`src/rtl/adder_sched_pkg.sv`:
```
// adder_sched_pkg: shared limb width, FSM encoding and width helpers for adder_rr_sched
package adder_sched_pkg;
  localparam int LIMB_W = 16;
  localparam logic [1:0] IDLE = 2'd0;
  localparam logic [1:0] RUN = 2'd1;
  localparam logic [1:0] DONE = 2'd2;
  function automatic int opw_of(input int nlimb);
    return LIMB_W * nlimb;
  endfunction
  function automatic int idw_of(input int n);
    return n > 1 ? $clog2(n) : 1;
  endfunction
endpackage

```
`src/rtl/RCA16b.sv`:
```
// RCA16b: 16-bit ripple-carry adder, ports COUT/CIN/SOUT/A/B
module RCA16b
  import adder_sched_pkg::*;
(
  output logic              COUT,
  input  logic              CIN,
  output logic [LIMB_W-1:0] SOUT,
  input  logic [LIMB_W-1:0] A,
  input  logic [LIMB_W-1:0] B
);
  logic [LIMB_W:0] c;
  assign c[0] = CIN;
  genvar i;
  for (i = 0; i < LIMB_W; i++) begin : g_fa
    assign SOUT[i] = A[i] ^ B[i] ^ c[i];
    assign c[i+1] = (A[i] & B[i]) | (c[i] & (A[i] ^ B[i]));
  end
  assign COUT = c[LIMB_W];
endmodule

```
`src/rtl/adder_rr_sched.sv`:
```
// adder_rr_sched: round-robin sharing of one RCA16b for multi-limb adds, returns {carry, sum} tagged with requester id
module adder_rr_sched
  import adder_sched_pkg::*;
#(
  parameter int NREQ = 4,
  parameter int NLIMB = 2,
  localparam int OPW = opw_of(NLIMB),
  localparam int IDW = idw_of(NREQ)
) (
  input  logic                clk,
  input  logic                rst_n,
  input  logic [NREQ-1:0]     req_valid,
  output logic [NREQ-1:0]     req_ready,
  input  logic [NREQ*OPW-1:0] req_a,
  input  logic [NREQ*OPW-1:0] req_b,
  input  logic [NREQ-1:0]     req_cin,
  output logic                rsp_valid,
  input  logic                rsp_ready,
  output logic [IDW-1:0]      rsp_id,
  output logic [OPW:0]        rsp_sum
);
  localparam int LW = idw_of(NLIMB);
  logic [1:0] state;
  logic [IDW-1:0] ptr;
  logic [IDW-1:0] gnt_idx;
  logic gnt_any;
  logic [OPW-1:0] a_q;
  logic [OPW-1:0] b_q;
  logic carry;
  logic [LW-1:0] limb;
  logic [LIMB_W-1:0] sout;
  logic cout;
  logic last;
  function automatic logic [IDW:0] rr_pick(input logic [NREQ-1:0] v, input logic [IDW-1:0] p);
    logic [IDW:0] r;
    r = '0;
    for (int k = NREQ; k >= 1; k--)
      if (v[(int'(p) + k) % NREQ]) r = {1'b1, IDW'((int'(p) + k) % NREQ)};
    return r;
  endfunction
  assign {gnt_any, gnt_idx} = rr_pick(req_valid, ptr);
  assign req_ready = (state == IDLE && gnt_any) ? NREQ'(1) << gnt_idx : '0;
  assign rsp_valid = state == DONE;
  assign last = limb == LW'(NLIMB - 1);
  RCA16b u_rca (
    .COUT(cout),
    .CIN (carry),
    .SOUT(sout),
    .A   (a_q[limb*LIMB_W +: LIMB_W]),
    .B   (b_q[limb*LIMB_W +: LIMB_W])
  );
  always_ff @(posedge clk or negedge rst_n) begin
    if (!rst_n) begin
      state <= IDLE;
      ptr <= IDW'(NREQ - 1);
      a_q <= '0;
      b_q <= '0;
      carry <= 1'b0;
      limb <= '0;
      rsp_id <= '0;
      rsp_sum <= '0;
    end else if (state == IDLE) begin
      if (gnt_any) begin
        a_q <= req_a[gnt_idx*OPW +: OPW];
        b_q <= req_b[gnt_idx*OPW +: OPW];
        carry <= req_cin[gnt_idx];
        rsp_id <= gnt_idx;
        ptr <= gnt_idx;
        limb <= '0;
        state <= RUN;
      end
    end else if (state == RUN) begin
      rsp_sum[limb*LIMB_W +: LIMB_W] <= sout;
      carry <= cout;
      if (last) begin
        rsp_sum[OPW] <= cout;
        state <= DONE;
      end else begin
        limb <= limb + LW'(1);
      end
    end else if (rsp_ready || state != DONE) begin
      state <= IDLE;
    end
  end
endmodule
```
`config.mk`:
```
export PLATFORM = sky130hd
export DESIGN_NAME = adder_rr_sched
export DESIGN_NICKNAME = d
export VERILOG_FILES = /design/src/rtl/adder_sched_pkg.sv /design/src/rtl/RCA16b.sv /design/src/rtl/adder_rr_sched.sv
export SDC_FILE = /design/constraint.sdc
export NUM_CORES = 1
export LEC_CHECK = 0
export CORE_ASPECT_RATIO = 1.1
export CORE_MARGIN = 1.5
export CORE_UTILIZATION = 36
export DETAILED_ROUTE_END_ITERATION = 8
export PLACE_DENSITY_LB_ADDON = 0.1
export SYNTH_ARGS = -nofsm -noshare
export SYNTH_HDL_FRONTEND = slang
export SYNTH_HIERARCHICAL = 1
export SYNTH_SLANG_ARGS = --single-unit
```
`constraint.sdc`:
```
create_clock -name clk -period 20.2 [get_ports clk]
set_input_delay 6.06 -clock clk [delete_from_list [all_inputs] [get_ports clk]]
set_output_delay 6.06 -clock clk [all_outputs]
set_load 0.005 [all_outputs]
```
# Word-level counts from Yosys, hierarchy flattened
# Index checks and enable logic that the tools add are counted.
# W data, S select, Z words.
[classes] n_addsub=6 n_mul=0 div=0 n_lt_le_gt_ge=5 eq_ne=5 n_shift=7 mux=33 bitwise_logic=85 reduce_logical=13
[ops] operator="$shiftx A128 B8 Y32" n=2
[ops] operator="$shiftx A32 B6 Y16" n=2
[ops] operator="$neg A5 Y34" n=1
[ops] operator="$shift A16 B34 Y33 const A" n=1
[ops] operator="$shiftx A16 B34 Y33" n=1
[ops] operator="$bwmux W33" n=1
[ops] operator="$and A1 B1 Y1" n=32
[ops] operator="$xor A1 B1 Y1" n=32
[ops] operator="$mux W1" n=17
[ops] operator="$lt A3 B4 Y1 const B" n=4
[ops] operator="$or A1 B1 Y1" n=16
[ops] operator="$mux W3" n=4
[ops] operator="$bmux W1 S2" n=5
[ops] operator="$mux W2" n=5
[ops] operator="$reduce_or A2 Y1" n=4
[ops] operator="$reduce_and A2 Y1" n=3
[ops] operator="$add A2 B1 Y2 const B" n=2
[ops] operator="$add A2 B2 Y2 const B" n=2
[ops] operator="$and A1 B1 Y1 const A" n=4
[ops] operator="$mux W4" n=1
[ops] operator="$ne A2 B2 Y1 const B" n=2
[ops] operator="$shl A1 B2 Y4 const A" n=1
[ops] operator="$lt A2 B3 Y1 const B" n=1
[ops] operator="$ne A3 B3 Y1 const B" n=1
[ops] operator="other kinds (10)" n=10
[totals] regBits=105 latch_bits=0 ramBits=0 mem_bits_ro=0 word_cells=162 n_memories=0

# Logic depth before layout (Yosys ltp)
# Gate-level depths: netlist of run 1.
[logic_depth] depth_word=36 mapped_depth=25 ltp_nobuf=23

# By module
# The synthesis of run 1 kept the hierarchy.
[by_module_without_submodules] module="adder_rr_sched" n_inst=1 cells_each=672 area_each_um2=6991.7 seq_area_each_um2=2630.0
[by_module_without_submodules] module="RCA16b" n_inst=1 cells_each=26 area_each_um2=357.8 seq_area_each_um2=0.0

# Worst setup path before layout of run 1
# No wires, ideal clock.
[synth_path] kind="in2out" start="input port req_valid[1]" end="output port req_ready[2]" arrival_time_ns=7.128 t_required_ns=14.140 slack_ns=7.012 stages=6 cell_sequence="o21ai_1 > a21oi_2 > or3_1 > buf_4 > buf_6 > nor3_1"
[synth_via] elab_chain_cells=9 word_cells_on_any_way=19 cone_classes="shift: 1; mux: 17; reduce/logical: 1"
[synth_rtl] element="from (decl)" line_no="adder_rr_sched.sv:12" text="input logic [NREQ-1:0] req_valid,"
[synth_rtl] element="$bmux W1 S2" line_no="adder_rr_sched.sv:38" text="if (v[(int'(p) + k) % NREQ]) r = {1'b1, IDW'((int'(p) + k) % NREQ)};"
[synth_rtl] element="$mux W1 (not written as such) (2 in series)" line_no="adder_rr_sched.sv:38"
[synth_rtl] element="$mux W3 (3 in series)" line_no="adder_rr_sched.sv:38"
[synth_rtl] element="$mux W3 *" line_no="adder_rr_sched.sv:38"
[synth_rtl] element="$shl A1 B2 Y4 or $logic_and A1 B1 Y1 (tied branches)" line_no="adder_rr_sched.sv:42" text="assign req_ready = (state == IDLE && gnt_any) ? NREQ'(1) << gnt_idx : '0;"
[synth_rtl] element="$mux W4 *" line_no="adder_rr_sched.sv:42"
[synth_rtl] element="to (decl)" line_no="adder_rr_sched.sv:13" text="output logic [NREQ-1:0] req_ready,"
# Mark *: on every way between the ends. The rest lies on a longest branch, timed or not. The select of a mux whose other input is x is not followed.

# Worst setup path after layout of run 1
[layout_path] start="input port req_valid[3]" end="output port req_ready[0]"
# The elaborated chain is that of the path after synthesis.

==> results of run 1 <==
==> cell type report <==
type                    count  area [sq um]
well taps                 252           315
clock inverters             5          30.0
flip-flops and latches    105          2630
multi-input cells         516          4330
inverters                  13          48.8
clock buffers              11           253
fillers                  1856          9160
diodes                      1          2.50
repair buffers            319          3160
==> stage by stage <==
step,total power [mW],instances,hold slack (ns)
6_report,1.56,1222,0.484
5_1_grt,1.69,1222,0.519
4_1_cts,1.58,1221,0.490
3_5_place_dp,1.41,1205,0.474
3_3_place_gp,1.40,1205,0.466
2_1_floorplan,1.05,698,0.477
==> cells by family (layout without fill, tap and decap cells) <==
kind of cell | after synthesis | count (layout) | share of synthesized area, %
AOI/OAI and AO/OA | 145 | 145 | 21.8
adders and majority gates | 16 | 16 | 4.36
buffers and inverters | 77 | 348 | 5.89
DFF | 105 | 105 | 35.8
muxes | 130 | 130 | 18.8
other | 0 | 1 | 0
and+or+nand+nor | 225 | 225 | 13.4
==> worst paths after layout <==
path	startpoint	cells past startpoint	endpoint
max in group asynchronous	rst_n	2	b_q[14]
hold reg to reg	rsp_sum[4]	1	rsp_sum[4]
min in group asynchronous	rst_n	1	rsp_sum[20]
setup / recovery	req_valid[3]	9	req_ready[0]
hold / removal	rsp_sum[4]	1	rsp_sum[4]
setup reg to reg	last	23	rsp_sum[15]
==> worst reg2reg max path, cell delays in order (launching register included) <==
cell	delay, ns
dfrtp_1	0.37
buf_4	0.42
mux2_2	0.44
fa_1	0.42
inv_1	0.09
fa_1	0.19
inv_1	0.06
fa_1	0.37
fa_1	0.39
fa_1	0.40
fa_1	0.39
fa_1	0.38
fa_1	0.39
fa_1	0.40
fa_1	0.41
fa_1	0.40
fa_1	0.41
fa_1	0.39
fa_1	0.40
fa_1	0.37
inv_1	0.08
fa_1	0.42
inv_1	0.09
mux2_2	0.15
==> sequential cells by signal, summed over array words and instances, names as in the netlist <==
register / count
state: 2
ptr: 2
rsp_id: 2
carry: 1
a_q: 32
rsp_sum: 33
b_q: 32
last: 1
==> cells in the final DEF (no fill, tap or decap), types with 2 or more instances in the layout <==
cell             instances
clkdlybuf4s50_1        305
a211oi_2               104
dfrtp_1                103
nor2_1                  72
nand2_1                 71
nor3_1                  69
mux2i_1                 65
mux2_2                  59
a211oi_1                26
fa_1                    16
buf_4                   14
inv_1                   13
clkbuf_16                9
mux2_1                   6
nand2b_1                 4
o21ai_1                  3
o21ai_0                  3
clkinv_2                 3
a21oi_4                  2
nor3_4                   2
clkinvlp_4               2
clkbuf_8                 2
dfstp_2                  2
==> metal layers <==
metal	global-route usage, %	share of wire [%]	up-vias
li1	-	-	3061
met5	0	0	-
met1	30.7	43	3094
met3	3.51	5.1	28
met4	7.75	2.3	0
met2	39.9	50	194
==> power breakdown <==
group | internal (mW) | switching, mW
combinational | 0.471 | 0.519
sequential | 0.326 | 0.0785
clock | 0.0899 | 0.0804
total | 0.887 | 0.678
==> results.md, run 1 <==
- Largest cells by area after synthesis: dfrtp_1 35%, a211oi_2 18%, mux2_2 9.0%
- Peak VDD IR: 0.135 mV
- Die H: ~150 um
- First-pass GRT wire length: around 38,000 um
- I/O Buffers: 306
- Final GP Congestion: 0.788
- Crit Path Category: in2out
- Num ports: 307
- Post-DRT Antenna Nets: 0
- Row count: 54
- Grt ovf: 0
- Post-route design area: 10,800 sq um
- Remaining DRCs: 14
- CP delay by family, top: buffers and inverters
- CTS root buf: clkbuf_16
- Clock buffer count from CTS: 9
- Vias in the first global route: 6,684
- CTS tree: yes
- Status: finished, violations left
- CP max stage delay: 0.61 ns
- Final WS setup: 4.85 ns
- Share of cells above drive strength 1: 21.4%
- Max-cap violations: 0
- Post-synth top area share: a little over a third
- Final min period: between 15 and 20 ns
- Placement Cell Area: 10,500 sq um
- Most numerous cell in the Yosys netlist: a211oi_2
- Area grow syn2layout: 46.5%
- Hold Fails Final Rpt: 0
- Max Root-Sink Buffers: 2
- Slowest library cell on the worst path: buf_4
- Vias per cell: 5.22
- PwrDens: 145 nW/um^2
- Core Region: approximately 20,000 sq um
- Die width: ~140 um
- Worst endpoint required time: between 10 and 15 ns
- DR pass1 iterations: 7
- Sequential share of the synthesized area: 35.8%
- Netlist cell types: 35
- Syn_area_per_cell: 10.5 sq um
- Final Cycle Share: between 70% and 80%
- # setup viols final: 0
- Leak: about 4.2 nW
- Hold-fix buffers, CTS: 0
- Clock sink count: 105
- Reg clk slew, reported paths: 0.07 ns
- Post-synth EDFFs: 0
- Routed wire length: 24,700 um
- CP arrival: between 9 and 10 ns
- Utilization after layout: 54.0%
- Main synth FF type: dfrtp_1
- Synth top cells by count: 104 x a211oi_2, 103 x dfrtp_1, 72 x nor2_1
- WL/cell: 20.2 um
- Failing checks: design-rule violations
- Largest net degree at the start of global routing: 69
- Max Slew Vio Count: 0
- Hold crit path type: reg2reg
- 1st-iter DRT viols: approximately 380
- Nets: 1,247
- Startpoint types: input port
- DP Worst Slack: 4.83 ns
- Syn_nets: 981
- Cell accounting for the most synthesized area: dfrtp_1
- Setup tns final: 0 ns
- Maximum fanout along the worst path: 68
- Worst Max-Slew Pin Slew: 1.14 ns
- Ys async rst share: 100%
- Setup Fix Bufs, Post-CTS: 0
- Post-DP HPWL: ~18,000 um
- Buf+Inv Stages, Crit Path: 5
- Via count: 6,377
- Global Route Usage Sum: around a quarter
- H-tree lvl count: 3
- CTS resizes: 0
- Worst Clk Skew: between 0.009 and 0.01 ns
- Cell count after synthesis: 698
- CP endpoint kind: output port
- Cell area after synthesis: 7350 sq um
- Initial Utilization: 36.9%
- Full die area: 21,300 sq um
- Initial antenna violation count: 1
- Most frequent CP cell: buf_4
- #FFs+latches synth: 105
- Reg2Reg Setup Slack: 12.31 ns
- RSZ-0062 raised after global routing: no
- Clock insertion delay at the later pin of the skew report: between 0.3 and 0.4 ns
- Crit path cell chain: clkdlybuf4s50_1 -> nand2b_1 -> a21oi_4 -> buf_4 -> nor3_4 -> buf_4 -> buf_4 -> nor3_1 -> clkdlybuf4s50_1
- Peak Freq: 0.0652 GHz
- Yosys warning count: 6
- Worst relative slew slack: a little under a quarter
No activity file was read; power rests on OpenSTA's default activity.
==> run 2: changes to the inputs <==
==> constraint.sdc (replaced) <==
create_clock -name clk -period 12.75 [get_ports clk]
set_input_delay 3.825 -clock clk [delete_from_list [all_inputs] [get_ports clk]]
set_output_delay 3.825 -clock clk [all_outputs]
set_load 0.005 [all_outputs]
==> results.md, run 2 (synthesis gave the netlist of run 1 again) <==
- Die H: about 150 um
- H-tree lvl count: 3
- I/O Buffers: 306
- RSZ-0062 raised after global routing: no
- Biggest regs: rsp_sum x33, a_q x32, b_q x32
- CP arrival: 6.67 ns
- Reg2Reg Setup Slack: 4.95 ns
- Area occupied by multi-input gates: 4330 sq um
- Max-cap violations: 0
- Die width: 139 um
- Full die area: 21,300 sq um
- Area grow syn2layout: 46.4%
- Clock buffer count from CTS: 9
- Final GP Congestion: 0.782
- Global Route Usage Sum: 23.4%
- 1st-iter DRT viols: 355
- Max Root-Sink Buffers: 2
- Crit path cell chain: clkdlybuf4s50_1 -> nand2b_1 -> a21oi_4 -> nor3_4 -> buf_4 -> nor2_1 -> clkdlybuf4s50_1
- Leak: 4.15 nW
- Clock insertion delay at the later pin of the skew report: 0.35 ns
- CP startpoint: req_valid[3]
- CP endpoint kind: output port
- Clock sink count: 105
- WL/cell: slightly below 20 um
- DR pass1 iterations: 7
- Hold Fails Final Rpt: 0
- Post-DP HPWL: 18,500 um
- Routed wire length: 24,200 um
- Share of cells above drive strength 1: 21.2%
- Status: finished, violations left
- Max Slew Vio Count: 0
- Register Area: 2630 sq um
- Vias per cell: between 5 and 6
- Via count: 6,314
- CTS root buf: clkbuf_16
- Worst Max-Slew Pin Slew: 1.13 ns
- Crit Path Category: in2out
- Most frequent CP cell: clkdlybuf4s50_1
- Initial Utilization: 36.9%
- Max reg flops: 33
- Worst relative slew slack: 24.7%
- Final Cycle Share: 82.3%
- # setup viols final: 0
- FF-to-FF Start: last
- CP max stage delay: between 0.8 and 0.9 ns
- Critical Path End: req_ready[1]
- Hold-fix buffers, CTS: 0
- Leading cell types in the layout, fill and taps excluded: 305 x clkdlybuf4s50_1, 104 x a211oi_2, 103 x dfrtp_1
- Reg clk slew, reported paths: around 0.070 ns
- Final min period: around 10 ns
- Peak VDD IR: 0.250 mV
- Placed Cells: 1,205
- Nets: 1,247
- Reg-to-reg endpoint: rsp_sum[31]
- Register with the most flip-flops: rsp_sum
- Remaining DRCs: 14
- Row count: 54
- PwrDens: ~230 nW/um^2
- First-pass GRT wire length: 38,000 um
- FF-to-FF path depth: 23
- Initial antenna violation count: 2
- Hold crit path type: reg2reg
- Most common cell after layout, fill and taps aside: clkdlybuf4s50_1
- Grt ovf: 0
- FILL cells: 1,853
- Num ports: 307
- Maximum fanout along the worst path: 39
- Setup Fix Bufs, Post-CTS: 0
- Setup tns final: 0 ns
- Worst Clk Skew: 0.00820 ns
- Non-Filler Instances: 1,222
- Failing checks: design-rule violations
- Largest net degree at the start of global routing: just under 70
- Slowest library cell on the worst path: a21oi_4
- CTS resizes: 0
- Post-DRT Antenna Nets: 0
- CTS tree: yes
- Core Region: 19,900 sq um
- Peak Freq: 0.0953 GHz
- Vias in the first global route: ~6,600
- Startpoint types: input port
- Worst endpoint required time: 8.92 ns
==> run 2: changes by cell type in the layout (fill, tap and decap cells not counted), sizes merged <==
cell | previous run | this run
clkinv | 3 | 1
diode | 1 | 2
inv | 13 | 14
==> run 2: area by class of cell <==
class                           instances  share of cell area [%]
Timing Repair Buffer                  319                    29.3
Multi-Input combinational cell        516                    40.3
Sequential cell                       105                    24.4
Clock buffer                           11                    2.26
Inverter                               13                   0.453
Antenna cell                            2                  0.0465
Tap cell                              252                    2.93
Clock inverter                          4                   0.267
==> run 2: worst min path at each step <==
stage | startpoint | to | slack [ns] | depth (start not counted)
after detailed placement | rsp_sum[4] | rsp_sum[4] | 0.47 | 1
after floorplan | ptr[1] | ptr[1] | 0.48 | 2
after global placement | rsp_sum[5] | rsp_sum[5] | 0.47 | 1
after global routing | rsp_sum[4] | rsp_sum[4] | 0.51 | 1
after CTS | rsp_sum[4] | rsp_sum[4] | 0.49 | 1
final | rsp_sum[4] | rsp_sum[4] | 0.48 | 1
==> run 2: worst max-delay path: cells and delay by family <==
kind	cells	cell delay (ns)
buffers and inverters	3	1.40
AND/OR/NAND/NOR	3	0.56
AO/OA/AOI/OAI	1	0.88
==> run 2: through the flow <==
stage               instance area [sq um]  hold slack (ns)  setup slack (ns)  power (mW)  utilization [%]
global route                        10800            0.509              2.03        2.67             54.0
CTS                                 10800            0.490              2.17        2.50             54.0
global placement                    10500            0.466              2.21        2.21             52.6
detailed placement                  10500            0.474              2.17        2.23             52.6
finish                              10800            0.481              2.25        2.47             54.0
floorplan                            7350            0.477              4.03        1.67                -
==> run 2: power breakdown <==
group | leakage, nW | switching, mW | internal [mW]
clock | 0.128 | 0.123 | 0.137
sequential | 1.18 | 0.126 | 0.517
combinational | 2.84 | 0.818 | 0.746
total | 4.15 | 1.07 | 1.40
==> run 2: layer usage <==
| metal | GRT usage [%] | wire (um) | share of wire (%) | vias to the layer above |
|---|---|---|---|---|
| li1 | - | - | - | 3065 |
| met1 | 30.5 | 10400 | 43 | 3033 |
| met2 | 39.7 | 12000 | 50 | 189 |
| met3 | 3.20 | 1180 | 4.9 | 27 |
| met4 | 8.11 | 600 | 2.5 | 0 |
| met5 | 0 | 0 | 0 | - |
==> RTL change (config.mk and constraints of run 2) <==
Change the parameter `NLIMB` from 2 to 4.
--- a/src/rtl/adder_rr_sched.sv
+++ b/src/rtl/adder_rr_sched.sv
@@ -4,5 +4,5 @@
 #(
   parameter int NREQ = 4,
-  parameter int NLIMB = 2,
+  parameter int NLIMB = 4,
   localparam int OPW = opw_of(NLIMB),
   localparam int IDW = idw_of(NREQ)
Ports: changed (resized req_a, req_b and rsp_sum); port bits go from 307 to 595. The function was not compared with the original's and may differ.
==> RTL change against run 2 <==
Total power grew 83%. Area after synthesis increased by 100%. First-iteration DRC count rose to 3.2 times the old value. Largest cell class unchanged. Final area rose by 99%. Wire length rose to 2.6 times the old value. Largest power group unchanged. Fmax rose by 3.0%. Setup slack improved by 0.31 ns. Sequential cell count is 97 higher.
==> RTL change: results (changes against run 2) <==
stage	metric	value	unit	change
detailed_routing	initialDrtViolationCount	1143		+220%
critical_path	crit-reg2reg-capture	carry$_DFFE_PN0P_		
detailed_routing	detailroute.wirelength.met3	4.56	mm	+290%
final_layout	biggestRegsByFlops	rsp_sum (65), a_q (64), b_q (64)		
grt	number_of_global_route_vias_before_repair	14545		+120%
critical_path	setup.reg_to_reg.worst_slack	4.29	ns	-0.66 ns
worst_hold_path	hold_path_depth	2		+1
final_layout	proportion_of_layout_cells_with_a_drive_suffix_above_1	4.91	%	-16 points
detailed_routing	routed-wl-met2	29.8	mm	+150%
synthesis	synthTopCellsByCount	260 x sky130_fd_sc_hd__a21oi_1, 257 x sky130_fd_sc_hd__mux2i_1, 256 x sky130_fd_sc_hd__nand3_1		
critical_path	crit_slowest_cell	sky130_fd_sc_hd__or4_4		
sta	postLayoutSetupSlackWorst	2.56	ns	+0.308 ns
final_layout	design.final.nets	2607		+110%
detailed_routing	drt_first_pass_iters	5		-2
pwr	pwr_density_cell	211	mW/mm^2	-8.0%
clock_network	cts_made_buffers	24		+15
critical_path	worstReg2RegStart	limb[0]$_DFFE_PN0P_		
critical_path	critPathLaunch	req_valid[0]		
grt	grtUsageTotal	28.6	%	+5.2 points
critical_path	crit_family	simple AND/OR/NAND/NOR gates		
pwr	p_leak	0.00875	uW	+110%
detailed_routing	topRoutingLayerUsed	met5		
final_layout	fillerInstances	3809		+110%
clock_network	clock_h_tree_levels	1		-2
synthesis	seq_area_frac_synth	34.0	%	-1.8 points
pwr	power.switching	2060	uW	+93%
synthesis	number_of_nets_produced_by_synthesis	2161		+120%
critical_path	worst-endpoint-arrival	6.36	ns	-0.31 ns
grt	groute.layer.met2.usage	46.8	%	+7.1 points
sta	final.setup_skew	0.0105	ns	+0.00233 ns
placement	place_congestion	0.866		+11%
detailed_routing	vias_per_cell	5.74		+11%
final_layout	stdcell_area	0.0214	sq mm	+99%
detailed_routing	route.final.wire_length	62.8	mm	+160%
critical_path	path_max_fanout	74		+90%
grt	global_route_wire_length_before_repair	92.5	mm	+140%
sta	slew-limit-headroom	13.1	%	-12 points
worst_hold_path	worstHoldStart	rsp_sum[48]$_DFFE_PN0P_		
synthesis	post_synth_main_area_contributors	sky130_fd_sc_hd__dfrtp_1 34%, sky130_fd_sc_hd__mux2i_1 17%, sky130_fd_sc_hd__a21oi_1 8.7%		
grt	antenna_found_initial	8		+6
detailed_routing	met1Wirelength	27.1	mm	+160%
synthesis	yosysUniqueCellTypes	43		+23%
grt	grt_util_met3	5.51	%	+2.3 points
clock_network	clk_latency_worst_skew_pair	0.52	ns	+0.17 ns
placement	place_hpwl	46.2	mm	+150%
placement	area_of_placed_instances	0.0206	sq mm	+97%
critical_path	worst_r2r_path_depth	24		+4.3%
run_status	status	completed		
grt	met1_usage	39.1	%	+8.5 points
pwr	pg_clk	684	uW	+160%
grt	grt_start_max_net_pins	259		+280%
critical_path	crit_path_max_incr_delay	0.93	ns	+0.05 ns
pwr	vdd_ir_drop_max	168	uV	-33%
worst_hold_path	hold_end	rsp_sum[48]$_DFFE_PN0P_		
placement	portBuffers	594		+94%
==> RTL change: kinds of logic after synthesis <==
| group | count (synthesis) | synth area share (%) |
|---|---|---|
| AO/OA/AOI/OAI | 469 | 19.8 |
| adder cells (fa/ha/maj) | 22 | 2.66 |
| buffers and inverters | 207 | 7.83 |
| flip-flops | 202 | 34.0 |
| multiplexers | 290 | 22.2 |
| AND/OR/NAND/NOR | 426 | 13.5 |
==> RTL change: layout make-up <==
class,count,share of cell area (%)
Antenna cell,3,0.0351
Multi-Input combinational cell,1207,40.7
Clock inverter,6,0.293
Timing Repair Buffer,609,28.6
Tap cell,513,3.00
Sequential cell,202,23.7
Inverter,18,0.316
Clock buffer,34,3.32
==> RTL change: through the flow <==
stage                     hold WS, ns  cells
after floorplan                 0.467   1616
after global placement          0.471   2549
after detailed placement        0.475   2549
after CTS                       0.490   2589
after global routing            0.509   2590
final                           0.484   2592
